File: config.mk
export PLATFORM = sky130hd
export DESIGN_NAME = spi_lcd_master
export DESIGN_NICKNAME = d
export VERILOG_FILES = /design/src/rtl/spi_lcd_master.sv
export SDC_FILE = /design/constraint.sdc
export NUM_CORES = 1
export LEC_CHECK = 0
export ABC_AREA = 1
export CAP_MARGIN = 20
export CORE_MARGIN = 3
export CORE_UTILIZATION = 55
export DETAILED_ROUTE_END_ITERATION = 12
export PLACE_DENSITY = 0.8
export RECOVER_POWER = 50
export SYNTH_ARGS = -nofsm -noshare
export SYNTH_HDL_FRONTEND = slang
export SYNTH_SLANG_ARGS = --single-unit
File: constraint.sdc
create_clock -name clk -period 3 [get_ports clk]
set_clock_uncertainty 0.2 [all_clocks]
set_input_delay 0.45 -clock clk [delete_from_list [all_inputs] [get_ports clk]]
set_output_delay 0.45 -clock clk [all_outputs]
set_load 0.1 [all_outputs]
File: src/rtl/spi_lcd_master.sv
// SPI mode-0 master for the 160x80 LCD PMOD: one command byte, 0-4 parameter
// bytes and an optional single-byte readback, with D/C and chip-select control.
module spi_lcd_master #(
    parameter int CLK_DIV = 2,
    parameter int CS_GAP  = 4
) (
    input  logic       clk,
    input  logic       rst,
    input  logic       spi_start_cmd,
    input  logic [2:0] spi_mode,
    input  logic [7:0] cmd_spi_cmd,
    input  logic [7:0] cmd_spi_data1,
    input  logic [7:0] cmd_spi_data2,
    input  logic [7:0] cmd_spi_data3,
    input  logic [7:0] cmd_spi_data4,
    input  logic [3:0] cmd_spi_data_num,
    input  logic       spi_read_mode,
    input  logic       lcd_miso,
    output logic       spi_busy,
    output logic       lcd_sclk,
    output logic       lcd_mosi,
    output logic       lcd_cs_n,
    output logic       lcd_dc,
    output logic [7:0] rd_data,
    output logic       rd_valid
);
    localparam int CNT_W = 16;

    typedef enum logic [2:0] {IDLE, SHIFT, READ, HOLD, GAP} state_t;

    state_t           state_reg, state_next;
    logic [CNT_W-1:0] cnt_reg, cnt_next;
    logic [2:0]       bit_reg, bit_next;
    logic [2:0]       byte_reg, byte_next;
    logic [2:0]       last_reg, last_next;
    logic             read_reg, read_next;
    logic [7:0]       rx_reg, rx_next;
    logic             busy_reg, busy_next;
    logic             sclk_reg, sclk_next;
    logic             mosi_reg, mosi_next;
    logic             cs_n_reg, cs_n_next;
    logic             dc_reg, dc_next;
    logic [7:0]       rd_data_reg, rd_data_next;
    logic             rd_valid_reg, rd_valid_next;

    logic             load_tx;
    logic [7:0]       tx_in  [0:4];
    logic [7:0]       tx_reg [0:4];
    logic [7:0]       cur_byte;
    logic [2:0]       byte_inc;
    logic             div_end;
    logic             mode_data;

    assign tx_in[0] = cmd_spi_cmd;
    assign tx_in[1] = cmd_spi_data1;
    assign tx_in[2] = cmd_spi_data2;
    assign tx_in[3] = cmd_spi_data3;
    assign tx_in[4] = cmd_spi_data4;

    // Frame bytes are captured once at start so later input changes cannot leak in.
    generate
        for (genvar gi = 0; gi < 5; gi++) begin : g_tx
            always_ff @(posedge clk) begin
                if (rst) begin
                    tx_reg[gi] <= 8'h00;
                end else if (load_tx) begin
                    tx_reg[gi] <= tx_in[gi];
                end
            end
        end
    endgenerate

    assign cur_byte  = tx_reg[byte_reg];
    assign byte_inc  = byte_reg + 3'd1;
    assign div_end   = (cnt_reg == CNT_W'(CLK_DIV - 1));
    assign mode_data = (spi_mode == 3'd1);

    always_ff @(posedge clk) begin
        if (rst) begin
            state_reg    <= IDLE;
            cnt_reg      <= '0;
            bit_reg      <= 3'd0;
            byte_reg     <= 3'd0;
            last_reg     <= 3'd0;
            read_reg     <= 1'b0;
            rx_reg       <= 8'h00;
            busy_reg     <= 1'b0;
            sclk_reg     <= 1'b0;
            mosi_reg     <= 1'b0;
            cs_n_reg     <= 1'b1;
            dc_reg       <= 1'b0;
            rd_data_reg  <= 8'h00;
            rd_valid_reg <= 1'b0;
        end else begin
            state_reg    <= state_next;
            cnt_reg      <= cnt_next;
            bit_reg      <= bit_next;
            byte_reg     <= byte_next;
            last_reg     <= last_next;
            read_reg     <= read_next;
            rx_reg       <= rx_next;
            busy_reg     <= busy_next;
            sclk_reg     <= sclk_next;
            mosi_reg     <= mosi_next;
            cs_n_reg     <= cs_n_next;
            dc_reg       <= dc_next;
            rd_data_reg  <= rd_data_next;
            rd_valid_reg <= rd_valid_next;
        end
    end

    always_comb begin
        state_next    = state_reg;
        cnt_next      = cnt_reg;
        bit_next      = bit_reg;
        byte_next     = byte_reg;
        last_next     = last_reg;
        read_next     = read_reg;
        rx_next       = rx_reg;
        busy_next     = busy_reg;
        sclk_next     = sclk_reg;
        mosi_next     = mosi_reg;
        cs_n_next     = cs_n_reg;
        dc_next       = dc_reg;
        rd_data_next  = rd_data_reg;
        rd_valid_next = 1'b0;
        load_tx       = 1'b0;

        case (state_reg)
            IDLE: begin
                if (spi_start_cmd) begin
                    load_tx    = 1'b1;
                    last_next  = mode_data ? ((cmd_spi_data_num > 4'd4) ? 3'd4 : cmd_spi_data_num[2:0])
                                           : 3'd0;
                    read_next  = !mode_data && spi_read_mode;
                    state_next = SHIFT;
                    cnt_next   = '0;
                    bit_next   = 3'd0;
                    byte_next  = 3'd0;
                    sclk_next  = 1'b0;
                    mosi_next  = cmd_spi_cmd[7];
                    dc_next    = 1'b0;
                    cs_n_next  = 1'b0;
                    busy_next  = 1'b1;
                end
            end
            SHIFT: begin
                if (!div_end) begin
                    cnt_next = cnt_reg + 1'b1;
                end else begin
                    cnt_next = '0;
                    if (!sclk_reg) begin
                        sclk_next = 1'b1;
                    end else begin
                        sclk_next = 1'b0;
                        if (bit_reg != 3'd7) begin
                            bit_next  = bit_reg + 3'd1;
                            mosi_next = cur_byte[3'(3'd6 - bit_reg)];
                        end else if (byte_reg != last_reg) begin
                            byte_next = byte_inc;
                            bit_next  = 3'd0;
                            mosi_next = tx_reg[byte_inc][7];
                            dc_next   = 1'b1;
                        end else begin
                            bit_next   = 3'd0;
                            mosi_next  = 1'b0;
                            dc_next    = 1'b0;
                            state_next = read_reg ? READ : HOLD;
                        end
                    end
                end
            end
            READ: begin
                if (!div_end) begin
                    cnt_next = cnt_reg + 1'b1;
                end else begin
                    cnt_next = '0;
                    if (!sclk_reg) begin
                        sclk_next = 1'b1;
                        rx_next   = {rx_reg[6:0], lcd_miso};
                    end else begin
                        sclk_next = 1'b0;
                        if (bit_reg != 3'd7) begin
                            bit_next = bit_reg + 3'd1;
                        end else begin
                            state_next = HOLD;
                        end
                    end
                end
            end
            HOLD: begin
                if (!div_end) begin
                    cnt_next = cnt_reg + 1'b1;
                end else begin
                    cnt_next   = '0;
                    state_next = GAP;
                    cs_n_next  = 1'b1;
                    mosi_next  = 1'b0;
                    dc_next    = 1'b0;
                    if (read_reg) begin
                        rd_data_next  = rx_reg;
                        rd_valid_next = 1'b1;
                    end
                end
            end
            GAP: begin
                if (cnt_reg == CNT_W'(CS_GAP - 1)) begin
                    cnt_next   = '0;
                    state_next = IDLE;
                    busy_next  = 1'b0;
                end else begin
                    cnt_next = cnt_reg + 1'b1;
                end
            end
            default: state_next = IDLE;
        endcase
    end

    assign spi_busy = busy_reg;
    assign lcd_sclk = sclk_reg;
    assign lcd_mosi = mosi_reg;
    assign lcd_cs_n = cs_n_reg;
    assign lcd_dc   = dc_reg;
    assign rd_data  = rd_data_reg;
    assign rd_valid = rd_valid_reg;

endmodule

=== Yosys cells after proc, flatten, opt, wreduce, memory -nomap -nowiden ===
Memory sizes are Yosys's and may differ from the RTL's. A register that Yosys moved wholly into a read port is not among the register bits.
Cells that the tools add are included.

* Add/sub/neg operators: 4
* Order comparisons: 2
* Eq/ne operators: 22
* Multiplexer cells: 69
* Bitwise operators: 8
* Reductions and logical operators: 25

{| class="wikitable"
|+ Operators with widths
! operator !! number
|-
| $mux 3 || 25
|-
| $mux 16 || 3
|-
| $pmux 16 s3 || 1
|-
| $mux 8 || 5
|-
| $mux 1 || 26
|-
| $ne 2x2->1 const B || 12
|-
| $add 16x1->16 const B || 1
|-
| $eq 16x1->1 const B || 1
|-
| $eq 16x2->1 const B || 1
|-
| $pmux 3 s5 || 1
|-
| $reduce_and 3->1 || 5
|-
| $reduce_and 6->1 || 2
|-
| $reduce_and 10->1 || 1
|-
| $pmux 3 s3 || 1
|-
| $reduce_bool 3->1 || 3
|-
| $reduce_bool 2->1 || 4
|-
| $reduce_and 7->1 || 1
|-
| $add 3x1->3 const B || 2
|-
| $eq 3x1->1 const B || 2
|-
| $eq 3x2->1 const B || 2
|-
| $pmux 1 s2 || 3
|-
| $pmux 1 s3 || 2
|-
| $pmux 3 s2 || 1
|-
| $reduce_or 3->1 || 2
|-
| other kinds (16) || 23
|}

* Bits in registers: 51
* RAM bits: 40
* Bits of input ports: 52
* Output and inout port bits: 14
* Word-level logic and storage cells: 145
* Memories kept: 1

{| class="wikitable"
|+ Memory list
! name !! words !! bits a word !! rd ports !! clocked after memory_dff !! wr ports !! line !! text
|-
| tx_reg || 5 || 8 || 2 || 1 || 5 || 48 || <nowiki>logic [7:0] tx_reg [0:4];</nowiki>
|}

=== Longest topological paths before layout ===
Gate-level depths: netlist (run 1).

* Depth in word-level cells: 8
* Gate-level depth with buffers: 13
* Mapped depth without buffers: 12

=== Worst setup path before layout (run 1) ===
No wires, ideal clock.

* Path type: input to register
* From: input rst
* To: memory tx_reg[0][0], enable pin
* Setup time: 0.399 ns
* Data arrival time: 1.719 ns
* Required time: 2.401 ns
* Slack: 0.682 ns
* Stages on the path: 3
* Path buffers: 1
* Cell sequence: clkbuf_1 -> inv_1 -> nand2_1

{| class="wikitable"
|+ RTL lines
! item !! line !! text
|-
| start: declaration || 8 || <nowiki>input logic rst,</nowiki>
|-
| end: declaration || 48 ||
|}

==> results of run 1 <==
[layer usage]
metal  track usage  share of wire  up-vias
met5             0              0        -
met4       0.07881          0.018        0
met3       0.03159          0.057       16
met2        0.3205           0.47      124
met1        0.2642           0.45     1751
li1              -              -     2029
[logic make-up (layout without fill, tap and decap cells)]
| group | after synthesis | count (layout) | share of synthesized area |
|---|---|---|---|
| flops | 94 | 94 | 0.4966 |
| buf+inv | 130 | 198 | 0.1103 |
| simple gates | 270 | 270 | 0.2603 |
| fa+ha+maj | 6 | 6 | 0.01633 |
| compound gates | 91 | 91 | 0.1070 |
| xor+xnor | 5 | 5 | 0.009531 |
[worst register-to-register path: cells and delay by family, from the launching register on]
family,cells,cell delay [ns]
simple gates,3,0.51
buf+inv,3,0.79
flops,1,0.48
[layout make-up]
type                       instances  area [sq um]  area share
inverter                         113         424.2     0.07864
timing repair buffer              70         606.8      0.1125
sequential                        94          2282      0.4231
tap                              102         127.6     0.02366
clock inverter                     6         37.54    0.006959
multi-input combinational        372          1792      0.3322
clock buffer                       9         123.9     0.02296
[placed cells by master (no fill, tap or decap), drive strengths merged]
master         instances
inv                  116
nand2                100
nor2                  90
dfxtp                 54
clkdlybuf4s50         49
nand3                 48
edfxtp                40
o21ai                 40
a21oi                 37
clkbuf                25
nor3                  14
ha                     6
nor3b                  5
a211oi                 4
nand4                  4
xnor2                  3
o21bai                 3
buf                    3
o22ai                  2
o21a                   2
or2                    2
and3                   2
xor2                   2
nand3b                 2
dlygate4sd3            2
and2                   2
clkinv                 2
nor4                   1
a31oi                  1
o211ai                 1
o221ai                 1
clkinvlp               1
[cells in the mapped netlist (all sizes together) (3+ instances only)]
cell    count
inv       112
nand2     100
nor2       90
dfxtp      54
nand3      48
edfxtp     40
o21ai      40
a21oi      37
nor3       14
clkbuf      9
buf         8
ha          6
nor3b       5
a211oi      4
nand4       4
o21bai      3
xnor2       3
[power by group through the flow]
stage | Clock, mW | Combinational [mW] | Sequential (mW)
4_1_cts | 0.757 | 1.59 | 1.71
3_5_place_dp | 0 | 1.58 | 1.74
5_1_grt | 0.808 | 1.77 | 1.74
6_report | 0.740 | 1.57 | 1.72
2_1_floorplan | 0 | 1.09 | 1.85
3_3_place_gp | 0 | 1.53 | 1.74
[metrics by stage]
step / power (mW) / worst slack, ns / instances / hold slack (ns) / utilization
floorplan: 2.938 / 0.6821 / 596 / 0.2205 / -
global placement: 3.271 / 0.5316 / 751 / 0.2304 / 0.6694
detailed placement: 3.317 / 0.4849 / 751 / 0.2361 / 0.6694
CTS: 4.061 / 0.8874 / 766 / 0.2498 / 0.6897
global route: 4.317 / 0.4083 / 766 / 0.2632 / 0.6804
finish: 4.031 / 0.6252 / 766 / 0.2451 / 0.6804
[worst paths after layout]
kind | start | end | cells past startpoint
worst max-delay path | rst | rx_reg[3] | 5
worst min-delay path | rd_data[5] | rd_data[5] | 2
worst max register to register | state_reg[2] | tx_reg[3][3] | 6
worst min register to register | rd_data[5] | rd_data[5] | 2
==> impl_metrics.py, run 1 <==
metrics = {
    "power_and_ir_drop": {
        "combPwrFrac": 0.391,
        "leakage_nw": 2.302,
        "p_switching_mw": 1.644,
        "powerDensity_nw_per_um2": 747.3,
        "internal-power_mw": 2.386,
        "switching_share": 0.4080,
        "ir_worst_vdd_mv": 0.3489,
        "power_frac_clock": 0.184,
        "pwr-share-seq": 0.426,
    },
    "detailed_routing": {
        "via_per_inst": 5.117,
        "route.detailed.drc": 0,
        "wl_per_cell_um": 12.38,
        "via_count": 3920,
        "ant_nets": 0,
        "wl_um": 9486,
        "firstDrtPassIters": 5,
        "drtIter0Drc": 220,
    },
    "timing": {
        "finalHoldViolCount": 0,
        "finalMaxSlewViolations": 0,
        "setup_violations": 0,
        "tightest_slew_ns": 1.172,
        "timing.final.crit_share": 0.7916,
        "rsz0062_at_grt": "false",
        "max_freq_mhz": 421.1,
        "relSlewSlack": 0.2221,
        "timing.setup.tns_ns": 0,
        "min_period_ns": 2.375,
    },
    "yosys": {
        "synth_top_area_frac": 0.2614,
        "ys_async_sr_fraction": 0,
        "yosys.area.top_type": "edfxtp_1",
        "synth_ff_type": "dfxtp_1",
        "synth_nets": 654,
        "yosys-top-cells-area": "edfxtp_1, dfxtp_1, inv_1",
        "netlist-cell-type-count": 39,
        "seq_area_frac_synth": 0.4966,
        "synth_area_sq_um": 4596,
        "synthCells": 596,
        "synth_area_per_cell_sq_um": 7.711,
        "ys_ff_latch": 94,
        "synth_edf_count": 40,
        "synth_warnings": 0,
    },
    "setup_path": {
        "critPathSlowestCell": "dlygate4sd3_1",
        "reg2reg_setup_slack_ns": 0.74,
        "cp_slowest_stage_delay_ns": 0.69,
        "required_ns": 3.09,
        "cp.arrival_ns": 2.47,
        "crit_type": "input port to flop",
        "cp_num_buf_inv": 3,
        "crit_family": "buffers and inverters",
        "critPathMaxFanout": 23,
        "critPathLaunchType": "input port",
        "path_cells": "dlygate4sd3_1, inv_1, clkbuf_1, o21ai_0, a21oi_1",
        "endpoint_kind": "flop",
    },
    "cts": {
        "post_cts_resized": 0,
        "htreeDepth": 3,
        "worstSkewPairLatency_ns": 0.37,
        "cts-root-buf": "clkbuf_8",
        "cts_tree": "done",
        "cts.clk_slew.worst_paths_ns": 0.09,
        "cts_made_buffers": 9,
        "cts_hold_buf": 0,
        "cts_setup_buffers": 0,
        "clock-sinks": 94,
        "cts.path.max_buffers": 2,
    },
    "global_routing": {
        "grtUsageTotal": 0.1974,
        "grt_antenna_before_repair": 0,
        "grt_pass1_wl_um": 15490,
        "grt_max_degree": 42,
        "grt_pass1_vias": 3505,
        "grt_overflow_total": 0,
    },
    "die": {
        "start_util": 0.5797,
        "die_area_sq_um": 9489,
        "ios": 66,
        "rows": 32,
        "die_w_um": 97.41,
        "core_area_sq_um": 7928,
        "fp.dieH_um": 97.41,
    },
    "layout": {
        "syn2layout_area_growth_pct": 17.37,
        "largest_register_ffs": 40,
        "final_area_sq_um": 5394,
        "layout-drive-gt1-share": 0.05422,
        "num_antenna_cells": 0,
        "nNetsFinal": 718,
        "nFillCells": 662,
    },
    "hold_path": {
        "hold_path_class": "flop to flop",
    },
    "placement": {
        "placed_cell_area_sq_um": 5306,
        "dpl.hpwl_um": 6811,
        "io_buffers": 65,
        "place_congestion": 0.9244,
    },
    "status": {
        "status": "finished clean",
    },
    "flow_run": {
        "max-cap-violations": 0,
    },
}
(Power assumes the default switching activity.)
==> run 2: changes to the inputs <==
--- a/config.mk
+++ b/config.mk
@@ -8,9 +8,9 @@
 export ABC_AREA = 1
 export CAP_MARGIN = 20
 export CORE_MARGIN = 3
-export CORE_UTILIZATION = 55
+export CORE_UTILIZATION = 49
 export DETAILED_ROUTE_END_ITERATION = 12
-export PLACE_DENSITY = 0.8
+export PLACE_DENSITY = 0.76
 export RECOVER_POWER = 50
 export SYNTH_ARGS = -nofsm -noshare
 export SYNTH_HDL_FRONTEND = slang
==> constraint.sdc (replaced) <==
create_clock -name clk -period 2.1 [get_ports clk]
set_clock_uncertainty 0.2 [all_clocks]
set_input_delay 0.315 -clock clk [delete_from_list [all_inputs] [get_ports clk]]
set_output_delay 0.315 -clock clk [all_outputs]
set_load 0.1 [all_outputs]
==> impl_metrics.py, run 2 (synthesized netlist as in run 1, its figures left out) <==
metrics = {
    "status": {
        "status": "finished clean",
    },
    "die": {
        "die_w_um": 102.8,
        "die_area_sq_um": 10580,
        "start_util": 0.5144,
        "ios": 66,
        "fp.dieH_um": 102.8,
        "rows": 34,
        "core_area_sq_um": 8934,
    },
    "power_and_ir_drop": {
        "combPwrFrac": 0.401,
        "power_frac_clock": 0.195,
        "switching_share": 0.3926,
        "p_switching_mw": 2.372,
        "powerDensity_nw_per_um2": 1083,
        "leakage_nw": 2.440,
        "ir_worst_vdd_mv": 0.4639,
        "internal-power_mw": 3.671,
        "pwr-share-seq": 0.404,
    },
    "setup_path": {
        "timing.rr.end": "byte_reg[2]",
        "critPathMaxFanout": 6,
        "required_ns": 2.14,
        "reg2reg_depth": 10,
        "endpoint_kind": "flop",
        "r2r-start": "cnt_reg[8]",
        "cp.arrival_ns": 1.99,
        "critPathLaunchType": "flop",
        "crit_type": "flop to flop",
        "reg2reg_setup_slack_ns": 0.15,
    },
    "flow_run": {
        "max-cap-violations": 0,
    },
    "global_routing": {
        "grt_overflow_total": 0,
        "grtUsageTotal": 0.1917,
        "grt_max_degree": 42,
        "grt_pass1_vias": 3665,
        "grt_antenna_before_repair": 0,
        "grt_pass1_wl_um": 16240,
    },
    "cts": {
        "cts-root-buf": "clkbuf_8",
        "clock-sinks": 94,
        "cts_setup_buffers": 0,
        "post_cts_resized": 0,
        "cts_hold_buf": 0,
        "cts.clk_slew.worst_paths_ns": 0.09,
        "cts_tree": "done",
        "cts.path.max_buffers": 2,
        "htreeDepth": 3,
        "worstSkewPairLatency_ns": 0.35,
        "cts_made_buffers": 9,
    },
    "layout": {
        "stdcell_count": 785,
        "mostFrequentLayoutCells": "inv_1, nand2_1, nor2_1",
        "final_common_cell": "inv_1",
        "seq_area_sq_um": 2290,
        "layout-drive-gt1-share": 0.1108,
        "num_antenna_cells": 0,
        "multiInputGateArea_sq_um": 1828,
        "nNetsFinal": 730,
        "syn2layout_area_growth_pct": 21.43,
        "nFillCells": 828,
        "largest_register_ffs": 40,
    },
    "hold_path": {
        "hold_end": "rd_data[6]",
        "hold_path_class": "flop to flop",
        "hold_depth": 2,
        "hp-start": "rd_data[6]",
    },
    "timing": {
        "tightest_slew_ns": 0.5483,
        "fin_worst_hold_slack_ns": 0.2453,
        "max_freq_mhz": 514.1,
        "finalHoldViolCount": 0,
        "finalMaxSlewViolations": 0,
        "fin_ws_ns": 0.1549,
        "setup_violations": 0,
        "timing.final.crit_share": 0.9262,
        "relSlewSlack": 0.6360,
        "rsz0062_at_grt": "true",
        "min_period_ns": 1.945,
        "timing.setup.tns_ns": 0,
    },
    "detailed_routing": {
        "via_count": 3920,
        "wl_per_cell_um": 12.22,
        "ant_nets": 0,
        "wl_um": 9590,
        "via_per_inst": 4.994,
        "route.detailed.drc": 0,
        "firstDrtPassIters": 5,
        "drtIter0Drc": 215,
    },
    "placement": {
        "place_congestion": 0.8537,
        "dp_cells": 769,
        "dpl.hpwl_um": 7164,
        "pre_cts_ws_ns": -0.02977,
        "io_buffers": 65,
    },
}
## run 2: changes by cell type in the layout (fill, tap and decap cells not counted), moves of 3 or more
| cell | delta |
|---|---|
| clkbuf_2 | +14 |
| dfxtp_1 | -4 |
| dfxtp_2 | +3 |
| clkbuf_1 | -14 |
| buf_4 | +11 |
## run 2: cell type report
| cell class | instances | share of cell area |
|---|---|---|
| flip-flops and latches | 94 | 0.4103 |
| clock buffers | 12 | 0.03161 |
| clock inverters | 4 | 0.004484 |
| well taps | 108 | 0.02422 |
| inverters | 113 | 0.07601 |
| multi-input cells | 372 | 0.3276 |
| repair buffers | 82 | 0.1258 |
## run 2: worst max-delay path by stage
stage | startpoint | endpoint | slack, ns | cells after the start
final | cnt_reg[8] | byte_reg[2] | 0.15 | 10
after global routing | cnt_reg[0] | cnt_reg[12] | -0.02 | 11
after CTS | cnt_reg[0] | cnt_reg[12] | 0.09 | 11
after detailed placement | spi_start_cmd | cnt_reg[12] | -0.03 | 9
after global placement | spi_start_cmd | cnt_reg[12] | 0.08 | 9
after floorplan | rst | tx_reg[0][0] | 0.29 | 3
## run 2: power by group through the flow
stage                     Combinational (mW)  Sequential, mW  Clock, mW
after floorplan                         1.56            2.64          0
after global placement                  2.39            2.47          0
after detailed placement                2.44            2.47          0
after CTS                               2.46            2.43       1.22
after global routing                    2.70            2.48       1.29
final                                   2.42            2.44       1.18
## run 2: critical path: stages (launching register included)
cell and delay, ns:
dfxtp_1 0.35, inv_1 0.16, nand3_1 0.12, nor2_2 0.19, nand2_2 0.12, nand2_1 0.09
nand3_1 0.13, nor2_4 0.18, o21ai_0 0.11, o21ai_1 0.11, nor2_1 0.06
## run 2: through the flow
step,power (mW),cell area [sq um],utilization
finish,6.043,5580,0.6247
global route,6.478,5580,0.6247
global placement,4.857,5433,0.6081
CTS,6.112,5634,0.6307
floorplan,4.199,4599,-
detailed placement,4.914,5433,0.6081
## run 2: per-layer routing
layer	wire (um)	vias to the layer above	share of wire	global-route usage
met2	4404	116	0.46	0.3024
met3	443	15	0.046	0.03112
li1	-	2054	-	-
met4	145	0	0.015	0.06873
met5	0	-	0	0
met1	4596	1735	0.48	0.2683
